[src/rtl/if_fetch_unit_pkg.sv]
// ---------------------------------------------------------------------------
// if_fetch_unit_pkg
// Shared types for the dual-issue instruction-fetch stage:
//   - if_id_port_t   : bundle presented to the IF/ID pipeline register
//   - fetch_entry_t  : one fetch-queue entry (an instruction pair)
//   - fetch_state_e  : fetch-unit FSM states
//   - RESET_PC_DEFAULT : MIPS boot vector
// Optional macro IF_PREDECODE_EN adds isbr0/isbr1 branch hints to the port
// bundle together with the is_branch() predecode helper.
// ---------------------------------------------------------------------------
package if_fetch_unit_pkg;

    localparam logic [31:0] RESET_PC_DEFAULT = 32'hBFC0_0000;

    typedef enum logic [1:0] {
        S_BOOT,
        S_FETCH,
        S_DRAIN
    } fetch_state_e;

    typedef struct packed {
        logic [31:0] pc;
        logic [31:0] inst0;
        logic [31:0] inst1;
        logic        valid0;
        logic        valid1;
`ifdef IF_PREDECODE_EN
        logic        isbr0;
        logic        isbr1;
`endif
    } if_id_port_t;

    // A queue entry carries exactly what is later presented downstream.
    typedef if_id_port_t fetch_entry_t;

`ifdef IF_PREDECODE_EN
    // Control-transfer detection: REGIMM, J, JAL, BEQ..BGTZ, and JR/JALR.
    function automatic logic is_branch(input logic [31:0] inst);
        logic [5:0] op;
        logic [5:0] funct;
        op    = inst[31:26];
        funct = inst[5:0];
        return ((op >= 6'h01) && (op <= 6'h07)) ||
               ((op == 6'h00) && ((funct == 6'h08) || (funct == 6'h09)));
    endfunction
`endif

endpackage

[src/rtl/if_fetch_unit_if.sv]
// ---------------------------------------------------------------------------
// if_fetch_unit_if
// Instruction-memory request/response bundle.
//   req_valid / req_ready / req_addr : 8-byte aligned pair request
//   rsp_valid / rsp_data             : in-order, non-back-pressurable reply,
//                                      [31:0] word at addr, [63:32] at addr+4
// Modports: master = fetch unit, slave = instruction memory.
// ---------------------------------------------------------------------------
interface if_fetch_unit_if;
    logic        req_valid;
    logic        req_ready;
    logic [31:0] req_addr;
    logic        rsp_valid;
    logic [63:0] rsp_data;

    modport master (
        output req_valid,
        output req_addr,
        input  req_ready,
        input  rsp_valid,
        input  rsp_data
    );

    modport slave (
        input  req_valid,
        input  req_addr,
        output req_ready,
        output rsp_valid,
        output rsp_data
    );
endinterface

[src/rtl/if_fetch_queue.sv]
// ---------------------------------------------------------------------------
// if_fetch_queue
// Synchronous FIFO of fetch_entry_t with a combinational head.
// Ports:
//   clk, rst        : clock, synchronous active-high reset
//   clr             : flush all entries (wins over push and pop)
//   push, push_data : write one entry
//   pop             : retire the head (ignored while empty)
//   head            : current head entry, all-zero when empty
//   count, empty    : occupancy
// DEPTH must be a power of two, at least 2.
// ---------------------------------------------------------------------------
module if_fetch_queue
    import if_fetch_unit_pkg::*;
#(
    parameter int DEPTH = 4
) (
    input  logic                       clk,
    input  logic                       rst,
    input  logic                       clr,
    input  logic                       push,
    input  fetch_entry_t               push_data,
    input  logic                       pop,
    output fetch_entry_t               head,
    output logic [$clog2(DEPTH):0]     count,
    output logic                       empty
);
    localparam int AW = $clog2(DEPTH);
    localparam int CW = AW + 1;

    fetch_entry_t   mem_reg [DEPTH];
    logic [AW-1:0]  wr_ptr_reg;
    logic [AW-1:0]  rd_ptr_reg;
    logic [CW-1:0]  count_reg;
    logic           pop_eff;

    assign empty   = (count_reg == '0);
    assign count   = count_reg;
    assign pop_eff = pop && !empty;
    assign head    = empty ? '0 : mem_reg[rd_ptr_reg];

    always_ff @(posedge clk) begin
        if (rst || clr) begin
            wr_ptr_reg <= '0;
            rd_ptr_reg <= '0;
            count_reg  <= '0;
        end else begin
            if (push) begin
                wr_ptr_reg <= wr_ptr_reg + AW'(1);
            end
            if (pop_eff) begin
                rd_ptr_reg <= rd_ptr_reg + AW'(1);
            end
            count_reg <= count_reg + CW'(push) - CW'(pop_eff);
        end
    end

    // Storage carries no reset; occupancy alone decides what is visible.
    always_ff @(posedge clk) begin
        if (push && !clr) begin
            mem_reg[wr_ptr_reg] <= push_data;
        end
    end
endmodule

[src/rtl/if_fetch_unit.sv]
// ---------------------------------------------------------------------------
// if_fetch_unit
// Instruction-fetch stage of the dual-issue MIPS pipeline. Generates the
// fetch PC, issues aligned 64-bit requests, queues returned pairs and
// presents the queue head to the IF/ID register. Redirects flush the queue
// and discard responses still in flight.
// Ports:
//   clk, rst     : clock, synchronous active-high reset
//   stall        : downstream stall (head is held)
//   redir_valid  : redirect request (highest priority)
//   redir_pc     : redirect target, word aligned
//   imem         : instruction-memory bundle (master side)
//   out          : IF/ID port bundle driven from the queue head
// Optional macro IF_PREDECODE_EN adds isbr0/isbr1 branch hints on push.
// ---------------------------------------------------------------------------
module if_fetch_unit
    import if_fetch_unit_pkg::*;
#(
    parameter logic [31:0] RESET_PC  = RESET_PC_DEFAULT,
    parameter int          FQ_DEPTH  = 4,
    parameter int          MAX_OUTST = 2
) (
    input  logic                 clk,
    input  logic                 rst,
    input  logic                 stall,
    input  logic                 redir_valid,
    input  logic [31:0]          redir_pc,
    if_fetch_unit_if.master      imem,
    output if_id_port_t          out
);
    localparam int OCW = $clog2(MAX_OUTST + 1);
    localparam int TW  = (MAX_OUTST > 1) ? $clog2(MAX_OUTST) : 1;

    fetch_state_e          state_reg;
    logic [31:0]           pc_reg;
    logic [OCW-1:0]        outst_reg;
    logic [OCW-1:0]        drop_reg;
    logic [OCW-1:0]        outst_next;
    logic [31:0]           tag_pc_reg [MAX_OUTST];
    logic [TW-1:0]         tag_wr_reg;
    logic [TW-1:0]         tag_rd_reg;

    logic [$clog2(FQ_DEPTH):0] q_count;
    logic                  q_empty;
    logic                  req_valid;
    logic                  hs;
    logic                  rsp;
    logic                  push;
    logic                  pop;
    logic [31:0]           rsp_pc;
    fetch_entry_t          push_entry;
    fetch_entry_t          head;

    function automatic logic [TW-1:0] tag_inc(input logic [TW-1:0] p);
        if (32'(p) == 32'(MAX_OUTST - 1)) begin
            return '0;
        end
        return p + TW'(1);
    endfunction

    // Credit rule: queued plus in-flight pairs never exceed the queue, so a
    // response always finds a free slot.
    assign req_valid = (state_reg != S_BOOT) &&
                       (32'(outst_reg) < 32'(MAX_OUTST)) &&
                       ((32'(q_count) + 32'(outst_reg)) < 32'(FQ_DEPTH));

    assign imem.req_valid = req_valid;
    assign imem.req_addr  = {pc_reg[31:3], 3'b000};

    assign hs         = req_valid && imem.req_ready;
    assign rsp        = imem.rsp_valid;
    assign outst_next = outst_reg + OCW'(hs) - OCW'(rsp);

    // Responses return in order, so the oldest tag belongs to this response.
    assign rsp_pc = tag_pc_reg[tag_rd_reg];
    assign push   = rsp && !redir_valid && (drop_reg == '0);
    assign pop    = !q_empty && !stall && !redir_valid;

`ifdef IF_PREDECODE_EN
    logic [31:0] slot_inst [2];
    logic [1:0]  slot_valid;
    logic [1:0]  slot_isbr;

    assign slot_inst[0] = imem.rsp_data[31:0];
    assign slot_inst[1] = imem.rsp_data[63:32];
    assign slot_valid   = {1'b1, ~rsp_pc[2]};

    genvar gi;
    generate
        for (gi = 0; gi < 2; gi++) begin : g_predecode
            assign slot_isbr[gi] = slot_valid[gi] & is_branch(slot_inst[gi]);
        end
    endgenerate
`endif

    always_comb begin
        push_entry        = '0;
        push_entry.pc     = rsp_pc;
        push_entry.inst0  = imem.rsp_data[31:0];
        push_entry.inst1  = imem.rsp_data[63:32];
        // A request to an odd word has no useful instruction in slot 0.
        push_entry.valid0 = ~rsp_pc[2];
        push_entry.valid1 = 1'b1;
`ifdef IF_PREDECODE_EN
        push_entry.isbr0  = slot_isbr[0];
        push_entry.isbr1  = slot_isbr[1];
`endif
    end

    always_ff @(posedge clk) begin
        if (rst) begin
            state_reg  <= S_BOOT;
            pc_reg     <= RESET_PC;
            outst_reg  <= '0;
            drop_reg   <= '0;
            tag_wr_reg <= '0;
            tag_rd_reg <= '0;
        end else begin
            outst_reg <= outst_next;
            // Tag pointers keep tracking stale requests across redirects so
            // they stay aligned with the in-order response stream.
            if (hs) begin
                tag_wr_reg <= tag_inc(tag_wr_reg);
            end
            if (rsp) begin
                tag_rd_reg <= tag_inc(tag_rd_reg);
            end

            if (redir_valid) begin
                // Everything still in flight after this cycle is stale,
                // including a request that handshakes right now; a response
                // arriving now is discarded without consuming drop credit.
                pc_reg    <= redir_pc;
                drop_reg  <= outst_next;
                state_reg <= (outst_next != '0) ? S_DRAIN : S_FETCH;
            end else begin
                if (hs) begin
                    pc_reg <= {pc_reg[31:3], 3'b000} + 32'd8;
                end
                if (rsp && (drop_reg != '0)) begin
                    drop_reg <= drop_reg - OCW'(1);
                end
                unique case (state_reg)
                    S_BOOT: begin
                        state_reg <= S_FETCH;
                    end
                    S_DRAIN: begin
                        if ((drop_reg == '0) || (rsp && (drop_reg == OCW'(1)))) begin
                            state_reg <= S_FETCH;
                        end
                    end
                    default: begin
                        state_reg <= S_FETCH;
                    end
                endcase
            end
        end
    end

    always_ff @(posedge clk) begin
        if (hs) begin
            tag_pc_reg[tag_wr_reg] <= pc_reg;
        end
    end

    if_fetch_queue #(
        .DEPTH(FQ_DEPTH)
    ) u_queue (
        .clk       (clk),
        .rst       (rst),
        .clr       (redir_valid),
        .push      (push),
        .push_data (push_entry),
        .pop       (pop),
        .head      (head),
        .count     (q_count),
        .empty     (q_empty)
    );

    assign out = head;
endmodule

[src/flat_wrapper.sv]
// flat-port wrapper written by rule: the top's interface ports become plain ports
module if_fetch_unit_flat import if_fetch_unit_pkg::*;
#(
    parameter logic [31:0] RESET_PC  = RESET_PC_DEFAULT,
    parameter int          FQ_DEPTH  = 4,
    parameter int          MAX_OUTST = 2
)
  (clk, rst, stall, redir_valid, redir_pc, out, imem_req_valid, imem_req_addr, imem_req_ready, imem_rsp_valid, imem_rsp_data);
  if_fetch_unit_if imem_i ();
  input  logic clk;
  input  logic rst;
  input  logic stall;
  input  logic redir_valid;
  input  logic [31:0] redir_pc;
  output if_id_port_t out;
  output wire logic [$bits(imem_i.req_valid)-1:0] imem_req_valid;
  output wire logic [$bits(imem_i.req_addr)-1:0] imem_req_addr;
  input wire logic [$bits(imem_i.req_ready)-1:0] imem_req_ready;
  input wire logic [$bits(imem_i.rsp_valid)-1:0] imem_rsp_valid;
  input wire logic [$bits(imem_i.rsp_data)-1:0] imem_rsp_data;
  assign imem_req_valid = imem_i.req_valid;
  assign imem_req_addr = imem_i.req_addr;
  assign imem_i.req_ready = imem_req_ready;
  assign imem_i.rsp_valid = imem_rsp_valid;
  assign imem_i.rsp_data = imem_rsp_data;
  if_fetch_unit #(.RESET_PC(RESET_PC), .FQ_DEPTH(FQ_DEPTH), .MAX_OUTST(MAX_OUTST)) u_core (.clk(clk), .rst(rst), .stall(stall), .redir_valid(redir_valid), .redir_pc(redir_pc), .imem(imem_i), .out(out));
endmodule
[config.mk]
export PLATFORM = sky130hd
export DESIGN_NAME = if_fetch_unit_flat
export DESIGN_NICKNAME = d
export VERILOG_FILES = /design/src/rtl/if_fetch_unit_pkg.sv /design/src/rtl/if_fetch_unit_if.sv /design/src/rtl/if_fetch_queue.sv /design/src/rtl/if_fetch_unit.sv /design/src/flat_wrapper.sv
export SDC_FILE = /design/constraint.sdc
export NUM_CORES = 1
export LEC_CHECK = 0
export CAP_MARGIN = 20
export CORE_UTILIZATION = 35
export CTS_CLUSTER_DIAMETER = 60
export DETAILED_ROUTE_END_ITERATION = 8
export HOLD_SLACK_MARGIN = 0.05
export PLACE_DENSITY = 0.64
export SLEW_MARGIN = 40
export SYNTH_ARGS = -nofsm -noshare
export SYNTH_HDL_FRONTEND = slang
export SYNTH_HIERARCHICAL = 1
export SYNTH_SLANG_ARGS = --single-unit
[constraint.sdc]
create_clock -name clk -period 5.97 [get_ports clk]
set_input_delay 0.597 -clock clk [delete_from_list [all_inputs] [get_ports clk]]
set_output_delay 0.597 -clock clk [all_outputs]
set_load 0.02 [all_outputs]
# == Yosys cells after proc, flatten, opt, wreduce, memory -nomap -nowiden ==
# Memories as Yosys holds them, arrays and structs flattened. A register that Yosys moved wholly into a read port is not among the register bits.
# Index checks and enable logic that the tools add are counted.
# Widths: inputs -> output; s select.
# word_totals
regBits,47
latch_bits,0
ramBits,452
mem_bits_ro,0
word_cells,78
n_memories,2
# memory_table
memory,depth,word_bits,read_ports,rd_clocked_by_memory_dff,write_ports,line_no,text
u_core.u_queue.mem_reg,4,97,1,1,1,if_fetch_queue.sv:31,fetch_entry_t mem_reg [DEPTH];
u_core.tag_pc_reg,2,32,1,1,1,if_fetch_unit.sv:39,logic [31:0] tag_pc_reg [MAX_OUTST];
# op_classes
addsub,11
mul,0
div_mod_pow,0
magnitude_cmp,2
n_eq_ne,3
n_shift,0
muxes,27
bitwise,1
reduce_logical,23
# ops
cell,count
$mux 98,1
$mux 32,2
$add 32x4->32 const B,1
$lt 32x3->1 const B,1
$mux 1,16
$mux 2,8
$logic_and 1x1->1,11
$reduce_bool 2->1,5
$add 2x1->2 const B,2
$add 3x2->4,1
$add 3x1->3,1
$logic_not 1->1,3
$logic_not 3->1,1
$ne 3x2->1 const B,1
$sub 3x1->3,1
$add 1x1->1 const B,2
$add 2x1->2,1
$eq 2x1->1 const B,1
$eq 2x2->1 const B,1
$logic_not 2->1,1
$logic_or 1x1->1,2
$lt 2x2->1 const B,1
$sub 2x1->2,1
$sub 2x1->2 const B,1
$not 1->1,1

# == Longest topological paths before layout ==
# logic_depth
depth_word,9
mapped_depth,13
mapped_depth_nobuf,11

# == Cells and area by module ==
# Netlist, hierarchy kept.
# modules_own_cells
mod,n_inst,cells_per_inst,area_each_um2,seq_area_each_um2
if_fetch_queue,1,668,15259.6,11951.5
if_fetch_unit,1,409,4849.7,2742.6

# == Worst setup path before layout ==
# OpenSTA, ideal clock, no wires.
# synth_path
kind,input to register
from,in redir_valid
to,"mem u_core/u_queue/mem_reg[0][0] (netlist name), enable pin"
setup_time_ns,0.468
arrival_time_ns,3.909
t_required_ns,5.502
path_slack_ns,1.592
cell_stages,6
path_buffers,2
path_cell_list,clkbuf_1 -> clkinv_1 -> clkbuf_1 -> and3_1 -> nor2b_1 -> and2_1
# synth_via
elab_chain_len,6
# synth_lines
item,line_no,text
"start, declared",flat_wrapper.sv:13,input logic redir_valid;
$logic_not 1->1,if_fetch_unit.sv:76,assign push = rsp && !redir_valid && (drop_reg == '0);
$logic_and 1x1->1 (2 in a row),if_fetch_unit.sv:76,
net u_core.push,if_fetch_unit.sv:48,logic push;
$logic_and 1x1->1,if_fetch_queue.sv:60,if (push && !clr) begin
$mux 1,if_fetch_queue.sv:60,
$mux 1 (not written as such),if_fetch_queue.sv:61,mem_reg[wr_ptr_reg] <= push_data;
"end, declared",if_fetch_queue.sv:31,
# The timed path passes the listed nets, and every way through them passes these cells.

==> results.cfg <==
[critical_path]
crit_chain = buf_4 -> mux4_2 -> and2_1 -> clkdlybuf4s50_1
start_kind = register
path_class = reg2out
critical-path-top-delay-family = buffers and inverters
critPathMaxStageDelay_ns = 0.68
cp-end-kind = primary output
crit_arrival_ns = 3.11
r2r-start = u_core/u_queue/count[1]
reg2reg_slack_ns = 2.91
worstPathRequired_ns = 5.37
cp_slowest_cell = dfxtp_4
critical_path.max_fanout = 43
r2r_cells = 10
r2r_end = u_core/state_reg[0]
crit_buf_inv = 2

[global_route]
grt_max_degree = 63
track_usage_pct = 14.82
antenna_found_initial = 0
grt_overflow = 0
grt_pass1_vias = 10830
grt_first_pass_wirelength_um = 66380

[logic_synthesis]
synthAdderAreaFrac_pct = 0.8462
postSynth.asyncResetShare_pct = 0
synth-seq-cells = 506
synthMuxAreaShare_pct = 13.28
synth-compound-area-share_pct = 1.811
synth-simple-area-share_pct = 6.944
yosysWarnings = 6
synthCells = 1077
synth_top_area_share_pct = 68.09
synthXorXnorAreaFrac_pct = 1.157
ys_seq_area_share_pct = 73.07
synthDistinctLibCells = 59
synth_area_leaders = edfxtp_1 (68%), mux4_2 (11%), dfxtp_1 (5.0%)
synth_area_leader_cell = edfxtp_1
synth_edf_count = 456
syn_avg_cell_area_sq_um = 18.67
synth_area_sq_um = 20110
synth_top_family_by_area = multiplexers
yosys_most_used_dff = edfxtp_1

[sta]
worst_pin_slew_ns = 0.6912
final-setup-viol-count = 0
slew_violations = 0
fin_skew_ns = 0.02777
grt_setup_unrepaired = false
setup_ws_ns = 2.267
fmax_mhz = 270.1
max_slew_margin_pct = 53.79
hold_viol_final = 0
period_share_pct = 62.03
fin_crit_ns = 3.703
tns_ns = 0

[cells_and_area]
layout-drive-gt1-share_pct = 19.05
synthToLayoutAreaGrowth_pct = 24.52
largest_reg_flops = 392
nFillCells = 4936
fin_nets = 1423
utilization_pct = 44.24
n_antenna_cell = 0

[floorplanning]
die_h_um = 241.7
num_rows = 87
fp.dieW_um = 241.7
start_util_pct = 35.53
dieArea_sq_um = 58420
pin_count = 233
core_sq_um = 56600

[clocking]
cts_hold_buf = 0
cts_setup_buffers = 0
path_clk_slew_ns = 0.06
clock_latency_ns = 0.61
cts_tree = yes
cts_made_buffers = 55
cts_sinks = 506
post_cts_resized = 0
clock_path_buffers = 3
cts_root_buf = clkbuf_16
cts_max_level = 2

[route]
wirelength_um = 43380
wl_met1_um = 19440
avgRoutedWirePerCell_um = 20.61
via_per_inst = 4.898
dr.pass1.iters = 5
num_vias = 10310
topRoutingLayerUsed = met4
drc = 0
met3WireLength_um = 2142
drt_iter0_drc = 587
ant_nets = 0
wl_met2_um = 21120

[power]
power_leakage_nw = 7.943
ir_drop_v = 0.0002023
powerDensity_nw_per_um2 = 322.6
power_mw = 8.078

[place]
port_buffers = 229
place_congestion = 0.7727
post-dp-hpwl_um = 27700
dp_slack_ns = 2.514

[worst_hold_path]
hold_path.class = reg2reg
min_from = u_core/pc_reg[2]
hold_path_depth = 0
whs_endpoint = u_core/tag_pc_reg[1][2]

[run_status]
outcome = complete, no violations

[flow_run]
maxCapViolCount = 0
per-layer routing:
metal,GRT usage (%),up-vias
met4,3.369,0
met5,0,-
met2,24.22,260
li1,-,4663
met1,20.27,5331
met3,3.174,57
logic make-up (layout without fill, tap and decap cells):
kind of cell	Yosys count	after routing
other cells	2	7
mux	140	140
xor+xnor	25	25
buf+inv	103	370
simple gates	234	234
fa+ha+maj	13	13
flops	506	506
compound gates	54	54
worst max path at each step:
stage | endpoint | start | cells after the start
finish | out[6] | register | 4
floorplan | u_core/u_queue/mem_reg[0][0] | redir_valid | 6
CTS | out[6] | register | 4
global placement | u_core/u_queue/mem_reg[0][94] | redir_valid | 7
global route | out[35] | register | 4
detailed placement | u_core/state_reg[0] | imem_req_ready | 10
per-stage QoR:
step	hold WS (ns)	area, sq um	instances
after floorplan	0.4252	20130	1082
after global placement	0.4397	23030	1994
after detailed placement	0.4560	23300	2007
after CTS	0.4666	25040	2105
after global routing	0.4930	25040	2105
final	0.4747	25040	2105
cell usage after synthesis (3+ instances only):
master / count
a211oi_1: 11
a21oi_1: 16
a311oi_1: 3
and2_1: 105
and3_1: 5
buf_2: 14
buf_4: 32
buf_8: 3
clkbuf_1: 30
dfxtp_1: 50
edfxtp_1: 456
ha_1: 12
inv_1: 18
mux2_2: 34
mux2i_1: 8
mux4_2: 98
nand2_1: 20
nand3_1: 14
nand4_1: 9
nand4_2: 4
nor2_1: 34
nor2b_1: 3
nor3_1: 14
nor3b_1: 3
nor4_1: 5
nor4_2: 4
o21ai_0: 9
or3_1: 4
xnor2_1: 24
where the power goes:
group	leakage (nW)	switching [mW]	internal (mW)
Combinational	2.56	0.387	0.328
Sequential	4.53	0.0782	4.06
Clock	0.848	1.35	1.88
Total	7.94	1.82	6.26
worst reg2reg max path: stages (launching register included):
cell and delay (ns):
dfxtp_1 0.37, ha_1 0.24, nor3_4 0.33, nand3_1 0.57, ha_1 0.52, inv_1 0.04, ha_1 0.18, xnor2_1 0.14
xnor2_1 0.23, o21ai_0 0.14, and3_1 0.21
final cells by class:
cell class,count,area [sq um],area share (%)
sequential,506,14700,58.72
multi-input combinational,473,4890,19.53
timing repair buffer,253,2695,10.76
clock buffer,66,1418,5.661
tap,756,945.9,3.778
clock inverter,32,317.8,1.269
inverter,19,71.32,0.2848
placed cells by master, fill, tap and decap left out, types with 10 or more instances in the layout:
cell type / count
nor3_1: 14
nand2_1: 20
ha_1: 12
dfxtp_1: 47
nand3_1: 14
nor2_1: 32
mux2_2: 34
a21oi_1: 16
clkdlybuf4s50_1: 229
xnor2_1: 24
clkinv_1: 10
clkbuf_1: 11
mux4_2: 98
a211oi_1: 11
edfxtp_1: 456
buf_12: 14
clkbuf_16: 55
and2_1: 101
inv_1: 18
No activity file was read; power rests on OpenSTA's default activity.
